[src/rtl/axil_pkg.sv]
// AXI-Lite definitions shared by the UDP bridge and its downstream slaves.
package axil_pkg;

  localparam int AXIL_ADDR_WIDTH = 32;
  localparam int AXIL_DATA_WIDTH = 32;

  typedef enum logic [1:0] {
    OKAY   = 2'b00,
    EXOKAY = 2'b01,
    SLVERR = 2'b10,
    DECERR = 2'b11
  } resp_t;

endpackage

[src/rtl/axil_write_joiner.sv]
// Pairs independently arriving AW and W beats into one write commit,
// holding whichever arrives first in a one-entry slot.
module axil_write_joiner
  import axil_pkg::*;
(
  input  logic                         clk,
  input  logic                         reset_n,
  input  logic                         resp_pending,
  input  logic                         awvalid,
  output logic                         awready,
  input  logic [AXIL_ADDR_WIDTH-3:0]   aw_word_addr,
  input  logic                         wvalid,
  output logic                         wready,
  input  logic [AXIL_DATA_WIDTH-1:0]   wdata,
  input  logic [AXIL_DATA_WIDTH/8-1:0] wstrb,
  output logic                         accept,
  output logic                         commit,
  output logic [AXIL_ADDR_WIDTH-3:0]   commit_word_addr,
  output logic [AXIL_DATA_WIDTH-1:0]   commit_data,
  output logic [AXIL_DATA_WIDTH/8-1:0] commit_strb
);

  logic                         aw_held;
  logic                         w_held;
  logic [AXIL_ADDR_WIDTH-3:0]   aw_addr_q;
  logic [AXIL_DATA_WIDTH-1:0]   w_data_q;
  logic [AXIL_DATA_WIDTH/8-1:0] w_strb_q;
  logic                         aw_hs;
  logic                         w_hs;

  // Ready is held low in reset and while a B response is outstanding.
  assign awready = reset_n && !aw_held && !resp_pending;
  assign wready  = reset_n && !w_held && !resp_pending;
  assign aw_hs   = awvalid && awready;
  assign w_hs    = wvalid && wready;
  assign accept  = aw_hs || w_hs;

  // Both halves are present now, whether from a slot or this cycle's handshake.
  assign commit           = (aw_held || aw_hs) && (w_held || w_hs);
  assign commit_word_addr = aw_held ? aw_addr_q : aw_word_addr;
  assign commit_data      = w_held ? w_data_q : wdata;
  assign commit_strb      = w_held ? w_strb_q : wstrb;

  // NOTE: sequential state uses non-blocking assignments so every flop samples
  // pre-edge values, independent of statement order within or across blocks.
  always_ff @(posedge clk or negedge reset_n) begin
    if (!reset_n) begin
      aw_held   <= 1'b0;
      w_held    <= 1'b0;
      aw_addr_q <= '0;
      w_data_q  <= '0;
      w_strb_q  <= '0;
    end else if (commit) begin
      aw_held <= 1'b0;
      w_held  <= 1'b0;
    end else begin
      if (aw_hs) begin
        aw_held   <= 1'b1;
        aw_addr_q <= aw_word_addr;
      end
      if (w_hs) begin
        w_held   <= 1'b1;
        w_data_q <= wdata;
        w_strb_q <= wstrb;
      end
    end
  end

endmodule

[src/rtl/axil_register_bank.sv]
// AXI-Lite slave exposing REG_COUNT 32-bit registers: writable control
// registers driven to fabric and read-only status registers sampled from it.
module axil_register_bank
  import axil_pkg::*;
#(
  parameter int                   REG_COUNT   = 16,
  parameter logic [31:0]          BASE_ADDR   = 32'h0000_0000,
  parameter logic [REG_COUNT-1:0] RO_MASK     = '0,
  parameter logic [31:0]          RESET_VALUE = 32'h0000_0000
) (
  input  logic                          clk,
  input  logic                          reset_n,
  input  logic [31:0]                   axil_awaddr,
  input  logic                          axil_awvalid,
  output logic                          axil_awready,
  input  logic [31:0]                   axil_wdata,
  input  logic [3:0]                    axil_wstrb,
  input  logic                          axil_wvalid,
  output logic                          axil_wready,
  output logic [1:0]                    axil_bresp,
  output logic                          axil_bvalid,
  input  logic                          axil_bready,
  input  logic [31:0]                   axil_araddr,
  input  logic                          axil_arvalid,
  output logic                          axil_arready,
  output logic [31:0]                   axil_rdata,
  output logic [1:0]                    axil_rresp,
  output logic                          axil_rvalid,
  input  logic                          axil_rready,
  output logic [REG_COUNT-1:0][31:0]    ctrl_out,
  input  logic [REG_COUNT-1:0][31:0]    status_in,
  output logic                          wr_pulse,
  output logic [$clog2(REG_COUNT)-1:0]  wr_index
);

  localparam int IDX_W = $clog2(REG_COUNT);
  localparam int TAG_W = AXIL_ADDR_WIDTH - 2 - IDX_W;
  localparam logic [TAG_W-1:0] BASE_TAG = BASE_ADDR[AXIL_ADDR_WIDTH-1 -: TAG_W];

  typedef enum logic [1:0] {WR_IDLE, WR_PARTIAL, WR_RESP} wr_state_t;
  typedef enum logic       {RD_IDLE, RD_RESP} rd_state_t;

  wr_state_t                   wr_state;
  rd_state_t                   rd_state;
  resp_t                       bresp_q;
  resp_t                       rresp_q;
  logic [31:0]                 rdata_q;
  logic [REG_COUNT-1:0][31:0]  ctrl_q;

  logic                        accept;
  logic                        commit;
  logic [AXIL_ADDR_WIDTH-3:0]  commit_word_addr;
  logic [31:0]                 commit_data;
  logic [3:0]                  commit_strb;
  logic [IDX_W-1:0]            w_idx;
  logic                        w_hit;
  logic [IDX_W-1:0]            r_idx;
  logic                        r_hit;
  logic                        unused_addr_lsbs;

  axil_write_joiner u_joiner (
    .clk              (clk),
    .reset_n          (reset_n),
    .resp_pending     (axil_bvalid),
    .awvalid          (axil_awvalid),
    .awready          (axil_awready),
    .aw_word_addr     (axil_awaddr[AXIL_ADDR_WIDTH-1:2]),
    .wvalid           (axil_wvalid),
    .wready           (axil_wready),
    .wdata            (axil_wdata),
    .wstrb            (axil_wstrb),
    .accept           (accept),
    .commit           (commit),
    .commit_word_addr (commit_word_addr),
    .commit_data      (commit_data),
    .commit_strb      (commit_strb)
  );

  // Byte offset bits carry no meaning for word-wide registers.
  assign unused_addr_lsbs = ^{axil_awaddr[1:0], axil_araddr[1:0]};

  assign w_idx = commit_word_addr[IDX_W-1:0];
  assign w_hit = commit_word_addr[AXIL_ADDR_WIDTH-3:IDX_W] == BASE_TAG;
  assign r_idx = axil_araddr[2 +: IDX_W];
  assign r_hit = axil_araddr[AXIL_ADDR_WIDTH-1:2+IDX_W] == BASE_TAG;

  assign axil_bvalid  = (wr_state == WR_RESP);
  assign axil_bresp   = bresp_q;
  assign axil_rvalid  = (rd_state == RD_RESP);
  assign axil_rresp   = rresp_q;
  assign axil_rdata   = rdata_q;
  assign axil_arready = reset_n && (rd_state == RD_IDLE);
  assign ctrl_out     = ctrl_q;

  // NOTE: the register array is reset because its contents drive fabric
  // directly; unlike a RAM it must come up at a known value.
  always_ff @(posedge clk or negedge reset_n) begin
    if (!reset_n) begin
      wr_state <= WR_IDLE;
      bresp_q  <= OKAY;
      wr_pulse <= 1'b0;
      wr_index <= '0;
      ctrl_q   <= {REG_COUNT{RESET_VALUE}};
    end else begin
      wr_pulse <= 1'b0;
      unique case (wr_state)
        WR_IDLE, WR_PARTIAL: begin
          if (commit) begin
            wr_state <= WR_RESP;
            if (!w_hit) begin
              bresp_q <= DECERR;
            end else if (RO_MASK[w_idx]) begin
              bresp_q <= SLVERR;
            end else begin
              bresp_q  <= OKAY;
              wr_pulse <= 1'b1;
              wr_index <= w_idx;
              for (int k = 0; k < AXIL_DATA_WIDTH/8; k++) begin
                if (commit_strb[k]) ctrl_q[w_idx][8*k +: 8] <= commit_data[8*k +: 8];
              end
            end
          end else if (accept) begin
            wr_state <= WR_PARTIAL;
          end
        end
        WR_RESP: if (axil_bready) wr_state <= WR_IDLE;
        default: wr_state <= WR_IDLE;
      endcase
    end
  end

  // ctrl_q is sampled before this edge's write lands, so a coincident read
  // returns the old value.
  always_ff @(posedge clk or negedge reset_n) begin
    if (!reset_n) begin
      rd_state <= RD_IDLE;
      rresp_q  <= OKAY;
      rdata_q  <= '0;
    end else if (rd_state == RD_IDLE) begin
      if (axil_arvalid) begin
        rd_state <= RD_RESP;
        if (!r_hit) begin
          rdata_q <= '0;
          rresp_q <= DECERR;
        end else if (RO_MASK[r_idx]) begin
          rdata_q <= status_in[r_idx];
          rresp_q <= OKAY;
        end else begin
          rdata_q <= ctrl_q[r_idx];
          rresp_q <= OKAY;
        end
      end
    end else if (axil_rready) begin
      rd_state <= RD_IDLE;
    end
  end

endmodule

[config.mk]
export PLATFORM = sky130hd
export DESIGN_NAME = axil_register_bank
export DESIGN_NICKNAME = d
export VERILOG_FILES = /design/src/rtl/axil_pkg.sv /design/src/rtl/axil_write_joiner.sv /design/src/rtl/axil_register_bank.sv
export SDC_FILE = /design/constraint.sdc
export NUM_CORES = 1
export LEC_CHECK = 0
export CAP_MARGIN = 30
export CORE_AREA = 2 2 453 455
export DETAILED_ROUTE_END_ITERATION = 8
export DIE_AREA = 0 0 455 457
export HOLD_SLACK_MARGIN = 0.1
export RECOVER_POWER = 100
export REMOVE_ABC_BUFFERS = 1
export SLEW_MARGIN = 10
export SYNTH_ARGS = -nofsm -noshare
export SYNTH_HDL_FRONTEND = slang
export SYNTH_SLANG_ARGS = --single-unit
[constraint.sdc]
create_clock -name clk -period 5.5 [get_ports clk]
set_input_delay 0.825 -clock clk [delete_from_list [all_inputs] [get_ports clk]]
set_output_delay 0.825 -clock clk [all_outputs]
set_load 0.005 [all_outputs]
Word-level counts from Yosys, hierarchy flattened
Memories as Yosys holds them, arrays and structs flattened. Cells that the tools add are included.

Flip-flop bits (word level): 624. Bits in read-only memories: 32. Input bits: 619. Output and inout bits: 558. Logic and storage cells: 124. Memories: 2.

Memory list: (name not given) (depth 16, width 1, rd ports 1, clocked after memory_dff 0, wr ports 0, RTL line axil_register_bank.sv:145) `end else if (RO_MASK[r_idx]) begin`; (name not given) (depth 16, width 1, rd ports 1, clocked after memory_dff 0, wr ports 0, RTL line axil_register_bank.sv:112) `end else if (RO_MASK[w_idx]) begin`.

Magnitude comparators: 3. Equality and inequality tests: 4. Multiplexer cells: 57. Bitwise logic cells: 3. Reductions and logical operators: 27.

Operator list (number): 2-to-1 mux 512 bit (16); bitwise mux 512 bit (4); demux 32 bit (select 4 bit) (4); binary-select mux 32 bit (select 4 bit) (2); 2-to-1 mux 32 bit (6); logical NOT 26 bit (2); 2-to-1 mux 30 bit (1); 2-to-1 mux 24 bit (1); 2-to-1 mux 16 bit (1); 2-to-1 mux 1 bit (13); 2-to-1 mux 2 bit (6); less-than comparator 4 x 5 -> 1 bit (second input constant) (2); AND reduction 2 bit (5); logical AND 1 bit (9); 2-to-1 mux 8 bit (1); greater-or-equal comparator 4 x 1 -> 1 bit (second input constant) (1); 2-to-1 mux 4 bit (1); case mux 2 bit (2 select lines) (1); AND reduction 4 bit (1); nonzero test 2 bit (2); logical NOT 1 bit (3); logical OR 1 bit (3); != test 3 bit (second input constant) (1); inverter 1 bit (3); 5 further kinds (5).

Longest topological paths before layout
Word-level depth: 25. Gate-level depth with buffers: 7. Depth with buffers taken out: 5.

By module
A second synthesis with hierarchy kept.

Cells, all modules: 2168. Area total of the unflattened synthesis: 29439.5 um^2.

Modules (own cells, without submodules): axil_register_bank (times used 1, cells each 1938, area an instance 25936.1 um^2, sequential area each 13863.3 um^2); axil_write_joiner (times used 1, cells each 230, area an instance 3503.4 um^2, sequential area each 1701.6 um^2).

Worst setup path before layout
No wires, ideal clock.

Path type: input port to flip-flop. Start point: in axil_araddr[2]. End point: reg rdata_q[11] (netlist: axil_rdata[11]). Library setup time: 0.133 ns. Data arrival time: 2.492 ns. Required time: 5.367 ns. Slack: 2.874 ns. Cell stages on the path: 6. Buffers on the path: 2. Cells stage by stage: buf_2 > buf_2 > mux4_2 > mux4_2 > inv_1 > o21ai_0.

Word-level cells in the longest chain between the ends: 4. Elaborated cells between the ends (all ways): 8. Those cells by class: mux (7); memory (1).

RTL lines: from (decl) (RTL line axil_register_bank.sv:23) `input logic [31:0] axil_araddr,`; memory read (16 x 1 bit), or another cell as far along; 2-to-1 mux 1 bit (implied by the code), or another cell as far along (RTL line axil_register_bank.sv:145); 2-to-1 mux 32 bit * (RTL line axil_register_bank.sv:145); 2-to-1 mux 32 bit * (RTL line axil_register_bank.sv:142) `if (!r_hit) begin`; to (signal assigned) (RTL line axil_register_bank.sv:146) `rdata_q <= status_in[r_idx];`; to (signal assigned) (RTL line axil_register_bank.sv:149) `rdata_q <= ctrl_q[r_idx];`; to (decl) (RTL line axil_register_bank.sv:47) `logic [31:0] rdata_q;`.

Every way passes the cells marked *; elsewhere a longest branch is shown, timed or not. The select of a mux whose other input is x is not followed. A chain may end at the register's enable or synchronous reset.

Worst setup path after layout
Start point: in reset_n. End point: reg ctrl_q (netlist bit ctrl_out[318]).

Word-level cells in the longest chain between the ends: 6. Elaborated cells between the ends (all ways): 10. Those cells by class: reduce/logical (10).

RTL lines: from (decl) (RTL line axil_register_bank.sv:12) `input logic reset_n,`; logical AND 1 bit (on tied branches) (2 in a row) (RTL line axil_write_joiner.sv:32, axil_write_joiner.sv:33); logical AND 1 bit (on tied branches) (RTL line axil_write_joiner.sv:34, axil_write_joiner.sv:35); logical OR 1 bit (RTL line axil_write_joiner.sv:39) `assign commit = (aw_held || aw_hs) && (w_held || w_hs);`; logical AND 1 bit * (RTL line axil_write_joiner.sv:39); AND reduction 4 bit (no line) *; to (signal assigned) (RTL line axil_register_bank.sv:103) `ctrl_q <= {REG_COUNT{RESET_VALUE}};`; to (signal, indexed assignment) (RTL line axil_register_bank.sv:119) `if (commit_strb[k]) ctrl_q[w_idx][8*k +: 8] <= commit_data[8*k +: 8];`; to (decl) (RTL line axil_register_bank.sv:48) `logic [REG_COUNT-1:0][31:0] ctrl_q;`.

Every way passes the cells marked *; elsewhere a longest branch is shown, timed or not.

==> results.md <==
* Die ar. at 208000 sq um
* Hold Fails Final Rpt at 0
* Clock Skew at 37.3 ps
* Synth warnings at 0
* 1st-pass router iterations at 5
* Final instance area at 41400 sq um
* Synthesized area at 29100 sq um
* RSZ-0062 raised after global routing: no
* Critical path class: in2reg
* Ys async rst share at 100%
* Worst Tran Pin Value at 2370 ps
* Mean post-synth cell area at 16.3 sq um
* Critical path capture point type: register
* Worst reg2reg endpoint: ctrl_out[318]$_DFFE_PN0P_
* Port bufs at 660
* Worst slew margin at -58.2%
* Max-cap violations at 5
* Critical path cell sequence: dlygate4sd3_1 -> clkbuf_1 -> nand2_1 -> a211o_1 -> a21oi_1 -> buf_12 -> o2111ai_2 -> mux2_2
* Sink Count at 622
* CTS tree: built
* Initial antenna violation count at 28
* Top FF cell, synth: dfrtp_1
* Multi-input gate area at 12500 sq um
* Clk root buf: clkbuf_16
* Peak Freq at 222 MHz
* CP startpoint kind: input port
* Most common cell after layout, fill and taps aside: dfrtp_1
* Peak supply drop at 206 uV
* # DRC at 0
* Share of layout cells above drive strength 1 at 39.5%
* Pleak at 19.2 nW
* Die Ht at 457 microns
* GRT overflow at 0
* Final-stage net count at 3086
* Cell variety after synth at 35
* Final GP Congestion at 0.780
* Arr. time, crit path at 5060 ps
* CTS buffer count at 78
* Hold Crit Class: reg2reg
* Post-synth EDFFs at 0
* Final Util at 20.3%
* All-Layer GR Usage at 12.5%
* Antenna viol nets, final at 0
* WL/cell at 25.6 microns
* Core region area at 203000 sq um
* Via-per-instance ratio at 3.75
* Final Max Tran Viols at 108
* Area growth syn-to-layout at 42.1%
* Seq/Total Area, Yosys at 53.5%
* CP max stage cell: a21oi_1
* Placed cell areas at 39200 sq um
* Hold depth at 2
* Final setup fails at 0
* Pin count of the biggest net entering global routing at 150
* DR iter-0 viols at 994
* Clk buf depth at 3
* First-pass GRT wire length at 178000 microns
* Clock slew at reported path FFs at 60 ps
* IO Pins at 1177
* H-tree levels at 3
* Die X at 455 microns
* Status: complete, but fails checks
* Power per standard cell area at 290 nW/um^2
* DRT Wirelength at 134000 microns
* Vias in the first global route at 20291
* Vias at 19569
* Synthesized instance count at 1784
* Max incr delay on CP at 960 ps
* Worst-skew pair later-pin latency at 700 ps
* Register area at 15600 sq um
* R2R setup slack at 1270 ps
* Hold buffer count at CTS at 1
* WP data required at 6060 ps
* FF+latch count, synth at 622
* Largest area contributor in the netlist: dfrtp_1
* Hold Path End: axil_rdata[25]$_DFFE_PN0P_
* CTS resizes at 0
* Rows at 166
* Final Critical Period at 4490 ps
* Final period util at 81.7%
* Postcts setup bufs at 0
* RR Startpoint: u_joiner.aw_held$_DFFE_PN0P_
* Dpl hpwl at 97400 microns
* Most frequent cells in the layout: 621 x dfrtp_1, 617 x mux2_2, 559 x dlygate4sd3_1
* Worst Hold Launch: axil_rdata[25]$_DFFE_PN0P_
* Yosys top cell area share at 53.5%
* Synth area leaders: dfrtp_1 53%, mux2_2 24%, mux4_2 12%
* Starting Density at 14.3%
* Critical-path maximum fanout at 15
* Fill cells at 21816
* Failing checks: max-capacitance violations, max-slew violations
* Worst r2r path cells at 6
==> per-layer routing <==
metal	GRT usage (%)	routed length, microns	vias up
li1	-	-	8256
met1	13.8	49600	10409
met2	21.6	67400	687
met3	3.02	8010	217
met4	7.66	8660	0
met5	0	0	-
==> worst max path at each step <==
stage	slack [ps]	startpoint	endpoint
finish	1010	reset_n	ctrl_out[318]$_DFFE_PN0P_
floorplan	-5700	axil_awaddr[14]	ctrl_out[0]$_DFFE_PN0P_
global placement	1350	axil_awaddr[14]	ctrl_out[72]$_DFFE_PN0P_
detailed placement	1380	axil_awaddr[14]	ctrl_out[106]$_DFFE_PN0P_
global route	760	reset_n	ctrl_out[423]$_DFFE_PN0P_
CTS	1630	u_joiner.aw_held$_DFFE_PN0P_	ctrl_out[409]$_DFFE_PN0P_
==> cells in the mapped netlist, types with 7 or more instances <==
cell         n
o2111ai_2   20
buf_1        8
buf_4       17
o21ai_0     35
nor2_1      18
mux4_2     160
nor2_2       9
nand2_1     39
clkbuf_1    61
inv_1       41
buf_2       25
a21oi_1      7
dfrtp_1    622
mux2_2     617
o2111ai_4   41
nor4_1      14
==> through the flow <==
step                hold WS (ps)  TNS (ps)  cells  power, mW  worst slack (ps)
floorplan                    435  -2495690   1667       6.05             -5700
global placement             461         0   5067       6.88              1350
detailed placement           470         0   5072       6.94              1380
CTS                          472         0   5208       12.3              1630
global route                 491         0   5221       12.5               760
finish                       472         0   5224       12.0              1010
==> cells by family (layout without fill, tap and decap cells) <==
kind of cell | Yosys count | after routing | synth area share, %
simple gates | 108 | 108 | 1.86
compound gates | 116 | 116 | 5.81
mux | 780 | 780 | 36.4
flops | 622 | 622 | 53.5
other cells | 0 | 14 | 0
buf+inv | 158 | 896 | 2.52
==> critical path, delay by kind of cell <==
kind            cells  cell delay [ps]
simple gates        1              140
buf+inv             3             1460
mux                 1              550
compound gates      3             2040
==> power breakdown <==
group          internal (mW)  switching (mW)  leakage, nW
clock                   3.00            2.23         1.23
sequential              4.84           0.199         8.55
combinational          0.581            1.15         9.46
total                   8.42            3.57         19.2
==> state kept, by name (all words and copies together) (netlist names) <==
signal,flops
axil_bresp,1
axil_rdata,32
axil_rresp,1
axil_rvalid,1
ctrl_out,512
u_joiner.aw_addr_q,30
u_joiner.aw_held,1
u_joiner.w_data_q,32
u_joiner.w_held,1
u_joiner.w_strb_q,4
wr_index,4
wr_pulse,1
wr_state,2
==> area by class of cell <==
type | instances | share of cell area (%)
diodes | 14 | 0.0847
clock buffers | 111 | 5.41
inverters | 41 | 0.372
repair buffers | 720 | 17.3
flip-flops and latches | 622 | 37.6
clock inverters | 24 | 0.756
multi-input cells | 1004 | 30.3
well taps | 2688 | 8.13
Power figures use the tool's default switching activity.
